--- src/rtl/parking_exit_gate_if.sv ---
// Exit gate signal bundle: sensors, code digits and entry pulse in;
// barrier, LEDs, 7-seg digits and occupancy out.
interface parking_exit_gate_if;
  logic       Exit_Sensor;
  logic       Clear_Sensor;
  logic       car_entered;
  logic       attendant_ack;
  logic [1:0] pay_1;
  logic [1:0] pay_2;
  logic       gate_open;
  logic       G_LED;
  logic       R_LED;
  logic [6:0] HEX_1;
  logic [6:0] HEX_2;
  logic [7:0] occupancy;
  logic       lot_full;

  modport master (
    output Exit_Sensor, Clear_Sensor, car_entered,
    output attendant_ack, pay_1, pay_2,
    input  gate_open, G_LED, R_LED, HEX_1, HEX_2,
    input  occupancy, lot_full
  );

  modport slave (
    input  Exit_Sensor, Clear_Sensor, car_entered,
    input  attendant_ack, pay_1, pay_2,
    output gate_open, G_LED, R_LED, HEX_1, HEX_2,
    output occupancy, lot_full
  );
endinterface

--- src/rtl/parking_exit_gate.sv ---
// Exit gate controller: occupancy tracking, exit code check, lockout.
// Ports: clock_in, rst_in (async low), bus (parking_exit_gate_if.slave).
module parking_exit_gate #(
  parameter int         CAPACITY     = 20,
  parameter logic [1:0] CODE_1       = 2'b10,
  parameter logic [1:0] CODE_2       = 2'b01,
  parameter int         CHECK_CYCLES = 4,
  parameter int         OPEN_TIMEOUT = 16,
  parameter int         MAX_RETRIES  = 3
) (
  input logic              clock_in,
  input logic              rst_in,
  parking_exit_gate_if.slave bus
);
  typedef enum logic [2:0] {
    S_IDLE   = 3'd0,
    S_CHECK  = 3'd1,
    S_DENIED = 3'd2,
    S_OPEN   = 3'd3,
    S_LOCK   = 3'd4
  } state_t;

  localparam logic [15:0] CHK_LAST  = 16'(CHECK_CYCLES - 1);
  localparam logic [15:0] OPEN_LAST = 16'(OPEN_TIMEOUT - 1);
  localparam logic [7:0]  CAP       = 8'(CAPACITY);
  localparam logic [7:0]  MAXR      = 8'(MAX_RETRIES);

  state_t      r_state, w_next;
  logic [15:0] r_dwell;
  logic [7:0]  r_retry, w_retry_nx;
  logic [7:0]  r_occ, w_occ_nx;
  logic        r_full;
  logic        w_dec, w_inc, w_dn, w_match;

  logic        r_gate, r_g, r_r;
  logic [6:0]  r_h1, r_h2;
  logic        w_gate, w_g, w_r;
  logic [6:0]  w_h1, w_h2;

  assign w_match = (bus.pay_1 == CODE_1) &&
                   (bus.pay_2 == CODE_2);

  always_comb begin
    w_next     = r_state;
    w_retry_nx = r_retry;
    w_dec      = 1'b0;
    case (r_state)
      S_IDLE: begin
        if (bus.Exit_Sensor && r_occ != 8'd0)
          w_next = S_CHECK;
      end
      S_CHECK: begin
        if (!bus.Exit_Sensor) begin
          w_next     = S_IDLE;
          w_retry_nx = '0;
        end else if (r_dwell == CHK_LAST) begin
          if (w_match) begin
            w_next     = S_OPEN;
            w_retry_nx = '0;
          end else begin
            w_retry_nx = r_retry + 8'd1;
            w_next     = (w_retry_nx == MAXR) ?
                         S_LOCK : S_DENIED;
          end
        end
      end
      S_DENIED: begin
        if (!bus.Exit_Sensor) begin
          w_next     = S_IDLE;
          w_retry_nx = '0;
        end else if (r_dwell == CHK_LAST) begin
          w_next = S_CHECK;
        end
      end
      S_OPEN: begin
        // Leaving OPEN on the clear edge bounds it to one decrement.
        if (bus.Clear_Sensor) begin
          w_dec  = 1'b1;
          w_next = (bus.Exit_Sensor && r_occ > 8'd1) ?
                   S_CHECK : S_IDLE;
        end else if (r_dwell == OPEN_LAST) begin
          w_next = S_IDLE;
        end
      end
      S_LOCK: begin
        if (bus.attendant_ack) begin
          w_next     = S_IDLE;
          w_retry_nx = '0;
        end
      end
      default: w_next = S_IDLE;
    endcase
  end

  always_comb begin
    w_gate = 1'b0;
    w_g    = 1'b0;
    w_r    = 1'b0;
    w_h1   = 7'b1111111;
    w_h2   = 7'b1111111;
    case (r_state)
      S_CHECK: begin
        w_r  = 1'b1;
        w_h1 = 7'b0001100;
        w_h2 = 7'b0001000;
      end
      S_DENIED: begin
        w_r  = ~r_r;
        w_h1 = 7'b0000110;
        w_h2 = 7'b0000110;
      end
      S_OPEN: begin
        w_gate = 1'b1;
        w_g    = 1'b1;
        w_h1   = 7'b1000010;
        w_h2   = 7'b1000000;
      end
      S_LOCK: begin
        w_r  = ~r_r;
        w_h1 = 7'b1000111;
        w_h2 = 7'b1000000;
      end
      default: ;
    endcase
  end

  assign w_inc = bus.car_entered && (r_occ != CAP);
  assign w_dn  = w_dec && (r_occ != 8'd0);

  // A coincident entry and exit cancel, even at capacity.
  always_comb begin
    w_occ_nx = r_occ;
    if (!(bus.car_entered && w_dec)) begin
      if (w_inc)
        w_occ_nx = r_occ + 8'd1;
      else if (w_dn)
        w_occ_nx = r_occ - 8'd1;
    end
  end

  always_ff @(posedge clock_in or negedge rst_in) begin
    if (!rst_in) begin
      r_state <= S_IDLE;
      r_dwell <= '0;
      r_retry <= '0;
      r_occ   <= '0;
      r_full  <= 1'b0;
      r_gate  <= 1'b0;
      r_g     <= 1'b0;
      r_r     <= 1'b0;
      r_h1    <= 7'b1111111;
      r_h2    <= 7'b1111111;
    end else begin
      r_state <= w_next;
      r_dwell <= (w_next != r_state) ? 16'd0 :
                 r_dwell + 16'd1;
      r_retry <= w_retry_nx;
      r_occ   <= w_occ_nx;
      r_full  <= (w_occ_nx == CAP);
      r_gate  <= w_gate;
      r_g     <= w_g;
      r_r     <= w_r;
      r_h1    <= w_h1;
      r_h2    <= w_h2;
    end
  end

  assign bus.gate_open = r_gate;
  assign bus.G_LED     = r_g;
  assign bus.R_LED     = r_r;
  assign bus.HEX_1     = r_h1;
  assign bus.HEX_2     = r_h2;
  assign bus.occupancy = r_occ;
  assign bus.lot_full  = r_full;
endmodule

--- src/flat_wrapper.sv ---
// flat-port wrapper written by rule: the top's interface ports become plain ports
module parking_exit_gate_flat 
#(
  parameter int         CAPACITY     = 20,
  parameter logic [1:0] CODE_1       = 2'b10,
  parameter logic [1:0] CODE_2       = 2'b01,
  parameter int         CHECK_CYCLES = 4,
  parameter int         OPEN_TIMEOUT = 16,
  parameter int         MAX_RETRIES  = 3
)
  (clock_in, rst_in, bus_Exit_Sensor, bus_Clear_Sensor, bus_car_entered, bus_attendant_ack, bus_pay_1, bus_pay_2, bus_gate_open, bus_G_LED, bus_R_LED, bus_HEX_1, bus_HEX_2, bus_occupancy, bus_lot_full);
  parking_exit_gate_if bus_i ();
  input logic clock_in;
  input logic rst_in;
  input wire logic [$bits(bus_i.Exit_Sensor)-1:0] bus_Exit_Sensor;
  input wire logic [$bits(bus_i.Clear_Sensor)-1:0] bus_Clear_Sensor;
  input wire logic [$bits(bus_i.car_entered)-1:0] bus_car_entered;
  input wire logic [$bits(bus_i.attendant_ack)-1:0] bus_attendant_ack;
  input wire logic [$bits(bus_i.pay_1)-1:0] bus_pay_1;
  input wire logic [$bits(bus_i.pay_2)-1:0] bus_pay_2;
  output wire logic [$bits(bus_i.gate_open)-1:0] bus_gate_open;
  output wire logic [$bits(bus_i.G_LED)-1:0] bus_G_LED;
  output wire logic [$bits(bus_i.R_LED)-1:0] bus_R_LED;
  output wire logic [$bits(bus_i.HEX_1)-1:0] bus_HEX_1;
  output wire logic [$bits(bus_i.HEX_2)-1:0] bus_HEX_2;
  output wire logic [$bits(bus_i.occupancy)-1:0] bus_occupancy;
  output wire logic [$bits(bus_i.lot_full)-1:0] bus_lot_full;
  assign bus_i.Exit_Sensor = bus_Exit_Sensor;
  assign bus_i.Clear_Sensor = bus_Clear_Sensor;
  assign bus_i.car_entered = bus_car_entered;
  assign bus_i.attendant_ack = bus_attendant_ack;
  assign bus_i.pay_1 = bus_pay_1;
  assign bus_i.pay_2 = bus_pay_2;
  assign bus_gate_open = bus_i.gate_open;
  assign bus_G_LED = bus_i.G_LED;
  assign bus_R_LED = bus_i.R_LED;
  assign bus_HEX_1 = bus_i.HEX_1;
  assign bus_HEX_2 = bus_i.HEX_2;
  assign bus_occupancy = bus_i.occupancy;
  assign bus_lot_full = bus_i.lot_full;
  parking_exit_gate #(.CAPACITY(CAPACITY), .CODE_1(CODE_1), .CODE_2(CODE_2), .CHECK_CYCLES(CHECK_CYCLES), .OPEN_TIMEOUT(OPEN_TIMEOUT), .MAX_RETRIES(MAX_RETRIES)) u_core (.clock_in(clock_in), .rst_in(rst_in), .bus(bus_i));
endmodule
--- config.mk ---
export PLATFORM = sky130hd
export DESIGN_NAME = parking_exit_gate_flat
export DESIGN_NICKNAME = d
export VERILOG_FILES = /design/src/rtl/parking_exit_gate_if.sv /design/src/rtl/parking_exit_gate.sv /design/src/flat_wrapper.sv
export SDC_FILE = /design/constraint.sdc
export NUM_CORES = 1
export LEC_CHECK = 0
export CAP_MARGIN = 15
export CORE_MARGIN = 2
export CORE_UTILIZATION = 45
export DETAILED_ROUTE_END_ITERATION = 8
export GPL_TIMING_DRIVEN = 0
export PLACE_DENSITY = 0.67
export SETUP_SLACK_MARGIN = 0.3
export SYNTH_ARGS = -nofsm -noshare
export SYNTH_HDL_FRONTEND = slang
export SYNTH_SLANG_ARGS = --single-unit
--- constraint.sdc ---
create_clock -name clock_in -period 4.4 [get_ports clock_in]
set_input_delay 0.66 -clock clock_in [delete_from_list [all_inputs] [get_ports clock_in]]
set_output_delay 0.66 -clock clock_in [all_outputs]
set_load 0.01 [all_outputs]
# Yosys cells after proc, flatten, opt, wreduce, memory -nomap -nowiden

Cells that the tools add are included.
W data, S select, Z words.

Bits in registers: 52
Input port bits: 10
Output and inout port bits: 26
Word-level logic and storage cells: 70

$add $sub $neg: 4
Order comparisons: 1
Equal/unequal tests: 15
Muxes and demuxes: 28
Bitwise logic cells: 1
Reduce and logical (&&, ||, !) cells: 12

Operators with widths:

| operator                | number |
|---|---|
| $mux W8                 | 8 |
| $mux W3                 | 10 |
| $pmux W7 S4             | 1 |
| $pmux W8 S3             | 1 |
| $pmux W7 S3             | 1 |
| $add A16 B1 Y16 const B | 1 |
| $add A8 B1 Y8 const B   | 2 |
| $eq A16 B2 Y1 const B   | 1 |
| $eq A16 B4 Y1 const B   | 1 |
| $mux W16                | 1 |
| $pmux W3 S5             | 1 |
| $eq A8 B2 Y1 const B    | 1 |
| $eq A8 B5 Y1 const B    | 1 |
| $gt A8 B1 Y1 const B    | 1 |
| $ne A8 B5 Y1 const B    | 1 |
| $reduce_bool A8 Y1      | 1 |
| $sub A8 B1 Y8 const B   | 1 |
| $eq A3 B2 Y1 const B    | 2 |
| $logic_and A1 B1 Y1     | 6 |
| $mux W1                 | 4 |
| $ne A2 B2 Y1 const B    | 2 |
| $reduce_and A4 Y1       | 1 |
| $reduce_or A2 Y1        | 2 |
| $eq A3 B1 Y1 const B    | 1 |
| 9 further kinds         | 9 |

# Longest topological paths before layout

Depth after elaboration: 9
Mapped depth: 8
Mapped depth without buffers: 8

# Worst setup path before layout

Ideal clock, no wire load.

Path kind: reg2reg
Start point: register u_core.r_dwell[0]
End point: register u_core.r_dwell[10]
Library setup time: 0.123 ns
Arrival: 2.164 ns
Required time: 4.277 ns
Slack: 2.113 ns
Cell stages (with the launch flop): 9
Buffers on the path: 1
Period minus slack after synthesis: 2.287 ns
Path through: dfrtp_1 -> ha_1 -> nor4b_2 -> nand3_1 -> o31ai_1 -> a21oi_1 -> a21oi_1 -> buf_2 -> nor3_1

Cells in the longest elaborated chain, start to end: 6
Elaborated cells between the ends (all ways): 12
Classes of those cells: add/sub: 1; eq/ne: 3; mux: 8

Ends and longest elaborated chain:

| what                                           | RTL line                                                                  | RTL |
|---|---|---|
| start, declared                                | parking_exit_gate.sv:29                                                   | `logic [15:0] r_dwell;` |
| start signal, assigned                         | parking_exit_gate.sv:155                                                  | `r_dwell <= (w_next != r_state) ? 16'd0 :` |
| $eq A16 B4 Y1 or $eq A16 B2 Y1 (tied branches) | parking_exit_gate.sv:81, parking_exit_gate.sv:56, parking_exit_gate.sv:71 |  |
| $mux W3 (on tied branches)                     | parking_exit_gate.sv:81, parking_exit_gate.sv:71, parking_exit_gate.sv:56 |  |
| $mux W3 (on tied branches)                     | parking_exit_gate.sv:77, parking_exit_gate.sv:68, parking_exit_gate.sv:53 |  |
| $pmux W3 S5                                    | parking_exit_gate.sv:47                                                   | `case (r_state)` |
| $ne A3 B3 Y1                                   | parking_exit_gate.sv:155                                                  |  |
| $mux W16 *                                     | parking_exit_gate.sv:155                                                  |  |

Mark *: on every way between the ends. The rest lies on a longest branch, timed or not.
A chain may end at the register's enable or synchronous reset.

# Final worst setup path

Start point: register u_core.r_dwell[1]
End point: register u_core.r_dwell[13]

The elaborated chain is that of the path after synthesis.

==> impl_metrics.json <==
{
  "p_sw_share_pct": 37.9,
  "rsz0062_at_grt": "false",
  "leakagePower_nw": 1.36,
  "gp_congestion": 0.826,
  "p_comb_share_pct": 46.6,
  "ctsLongestPathBuffers": 2,
  "core_area_um2": 5920,
  "grt_max_degree": 31,
  "row_count": 28,
  "routed_via_density": 5.43,
  "fin_crit_sh_pct": 64.9,
  "clock_latency_ns": 0.31,
  "postCtsHoldBufs": 0,
  "hold_path_class": "in -> async",
  "htree_levels": 2,
  "drt_iter0_drc": 116,
  "worstPathArrival_ns": 3.06,
  "fillerInstances": 503,
  "drt_wl_total_mm": 5.65,
  "required_ns": 4.60,
  "startpoint_type": "flip-flop",
  "grt-ovfl-total": 0,
  "cts_tree": "yes",
  "first_pass_iters": 4,
  "io_pins": 36,
  "area_delta_synth_final_pct": 20.1,
  "tightest_slew_ns": 1.09,
  "setup_slack_ns": 1.55,
  "drv_cap": 0,
  "critical_path_class": "reg -> reg",
  "powerDensity_nw_per_um2": 538,
  "synth_nets": 308,
  "setup_violations": 0,
  "grt_pass1_vias": 2098,
  "synth_fa_ha_area_share_pct": 2.71,
  "die_h_um": 82.4,
  "fmax_mhz": 350,
  "power.internal_mw": 1.11,
  "cts.sinks": 48,
  "drc": 0,
  "die_width_um": 82.4,
  "seq_power_share_pct": 37.4,
  "fin_crit_ns": 2.85,
  "synthesis.area_um2": 2770,
  "dp_slack_ns": 1.58,
  "synth_seq_cells": 48,
  "cp-end-kind": "flip-flop",
  "avgSynthCellArea_um2": 9.48,
  "timing.rr.start": "u_core.r_dwell[1]$_DFF_PN0_",
  "port_buffers": 35,
  "finClkSkew_ns": 0.0122,
  "r2r_setup_slack_ns": 1.55,
  "cts_made_buffers": 5,
  "peakVddDrop_mv": 0.282,
  "grt_first_pass_wirelength_mm": 9.55,
  "path_clk_slew_ns": 0.10,
  "yosys.area_share.simple_pct": 25.4,
  "startpoint": "u_core.r_dwell[1]$_DFF_PN0_",
  "cts-root-buf": "clkbuf_8",
  "nets": 351,
  "synth_compound_area_share_pct": 12.4,
  "via_count": 2232,
  "synth_seq_area_share_pct": 43.9,
  "async_flop_share_pct": 100,
  "synthXorXnorAreaFrac_pct": 10.1,
  "synth_edf_count": 0,
  "hpwl_mm": 4.07,
  "fin_util_pct": 56.1,
  "diodes": 0,
  "clock_power_share_pct": 16.0,
  "cp_max_fo": 10,
  "final_layout_size_suffix_gt1_share_pct": 12.2,
  "detail-route-antenna-nets": 0,
  "ys_types": 55,
  "initial_utilization_pct": 46.7,
  "dieArea_um2": 6790,
  "hold_violations": 0,
  "post_cts_buffers": 0,
  "synthMuxAreaShare_pct": 0.362,
  "synth_cells": 292,
  "yosysWarnings": 0,
  "status": "completed",
  "tns_ns": 0,
  "max-slew-margin-rel_pct": 27.4,
  "wl_per_cell_um": 13.7,
  "drv_slew": 0,
  "net-switching-power_mw": 0.677,
  "antenna_found_initial": 0,
  "post_cts_resized": 0,
  "synth_top_family_by_area": "simple AND/OR/NAND/NOR gates",
  "dominantRegCellSynth": "dfrtp_1",
  "grt_usage_pct": 18.0
}
==> logic make-up (layout without fill, tap and decap cells) <==
logic type | Yosys count | count (layout)
mux | 1 | 1
xor+xnor | 32 | 32
compound gates | 50 | 50
flops | 48 | 48
buf+inv | 27 | 71
fa+ha+maj | 6 | 6
simple gates | 128 | 128
==> placed cells by master (no fill, tap or decap), types with 2 or more instances in the layout <==
master | Yosys | final
dfrtp_1 | 38 | 38
clkdlybuf4s50_1 | 0 | 34
nor2_1 | 24 | 24
nor3_1 | 24 | 24
o21ai_0 | 20 | 20
nand2_1 | 19 | 19
xnor2_1 | 18 | 18
nand3_1 | 17 | 17
xor2_1 | 14 | 14
inv_1 | 11 | 11
a21oi_1 | 10 | 10
dfstp_2 | 10 | 10
clkbuf_8 | 1 | 7
nand2b_1 | 7 | 7
and3_1 | 6 | 6
ha_1 | 6 | 6
clkbuf_1 | 5 | 5
buf_4 | 5 | 5
buf_2 | 3 | 4
o31ai_1 | 4 | 4
nand4_1 | 4 | 4
nor4_1 | 3 | 3
or3_1 | 3 | 3
or2_2 | 3 | 3
and2b_2 | 2 | 2
nor4b_1 | 2 | 2
o211a_1 | 2 | 2
and4_1 | 2 | 2
o32ai_1 | 2 | 2
==> metal layers <==
| layer | vias to the layer above | share of wire [%] | GRT usage, % |
|---|---|---|---|
| met3 | 7 | 3.3 | 2.83 |
| met2 | 44 | 48 | 31.1 |
| met4 | 0 | 1.4 | 6.00 |
| met5 | - | 0 | 0 |
| li1 | 1113 | - | - |
| met1 | 1068 | 47 | 23.0 |
==> cell type report <==
| type | count | area [µm²] | share of cell area, % |
|---|---|---|---|
| buffer | 16 | 100 | 3.01 |
| clock buffer | 6 | 82.6 | 2.48 |
| clock inverter | 2 | 13.8 | 0.414 |
| inverter | 11 | 41.3 | 1.24 |
| multi-input combinational | 217 | 1410 | 42.5 |
| sequential | 48 | 1210 | 36.5 |
| tap | 75 | 93.8 | 2.82 |
| timing repair buffer | 36 | 365 | 11.0 |
==> Yosys cell counts (all sizes together) (6+ instances only) <==
cell type	n	area share, %
nand3	17	3.1
ha	6	2.7
o21ai	20	3.6
clkbuf	6	1.2
buf	10	2.4
nand2	19	2.6
xor2	14	4.4
and3	6	1.4
dfstp	10	9.5
nor3	24	4.3
nor2	25	3.5
a21oi	10	1.8
dfrtp	38	34
xnor2	18	5.7
inv	11	1.5
nand2b	7	1.6
==> power by group through the flow <==
stage	Clock (mW)	Combinational [mW]	Sequential, mW
detailed placement	0	0.832	0.674
global placement	0	0.821	0.675
finish	0.286	0.834	0.668
floorplan	0	0.480	0.702
CTS	0.293	0.836	0.668
global route	0.309	0.916	0.685
==> final timing paths <==
path,end,cells after the start
worst max-delay path,u_core.r_dwell[13]$_DFF_PN0_,8
worst min-delay path,u_core.bus.lot_full$_DFF_PN0_,1
worst max register to register,u_core.r_dwell[13]$_DFF_PN0_,8
worst min register to register,u_core.bus.R_LED$_DFF_PN0_,1
max in group asynchronous,u_core.bus.HEX_2[2]$_DFF_PN1_,2
min in group clock_in,u_core.bus.R_LED$_DFF_PN0_,1
==> worst max-delay path, cell delays in order (launching register included) <==
cell and delay (ns):
dfrtp_1 0.45, ha_1 0.31, nor4b_2 0.29, nand3_1 0.24
o31ai_1 0.50, a21oi_1 0.12, a21oi_1 0.44, buf_2 0.32
nor3_1 0.08
==> stage by stage <==
step                hold slack [ns]  area [µm²]  instances  power (mW)
floorplan                     0.364        2770        292        1.18
global route                  0.307        3320        411        1.91
detailed placement            0.504        3230        403        1.51
finish                        0.287        3320        411        1.79
global placement              0.495        3210        402        1.50
CTS                           0.298        3320        411        1.80
==> sequential cells by signal (all words and copies together) (netlist names) <==
| name | flops |
|---|---|
| u_core.r_retry | 8 |
| u_core.bus.R_LED | 1 |
| u_core.bus.HEX_1 | 6 |
| u_core.r_state | 3 |
| u_core.bus.G_LED | 1 |
| u_core.bus.occupancy | 8 |
| u_core.bus.lot_full | 1 |
| u_core.bus.HEX_2 | 4 |
| u_core.r_dwell | 16 |
Power figures use the tool's default switching activity.
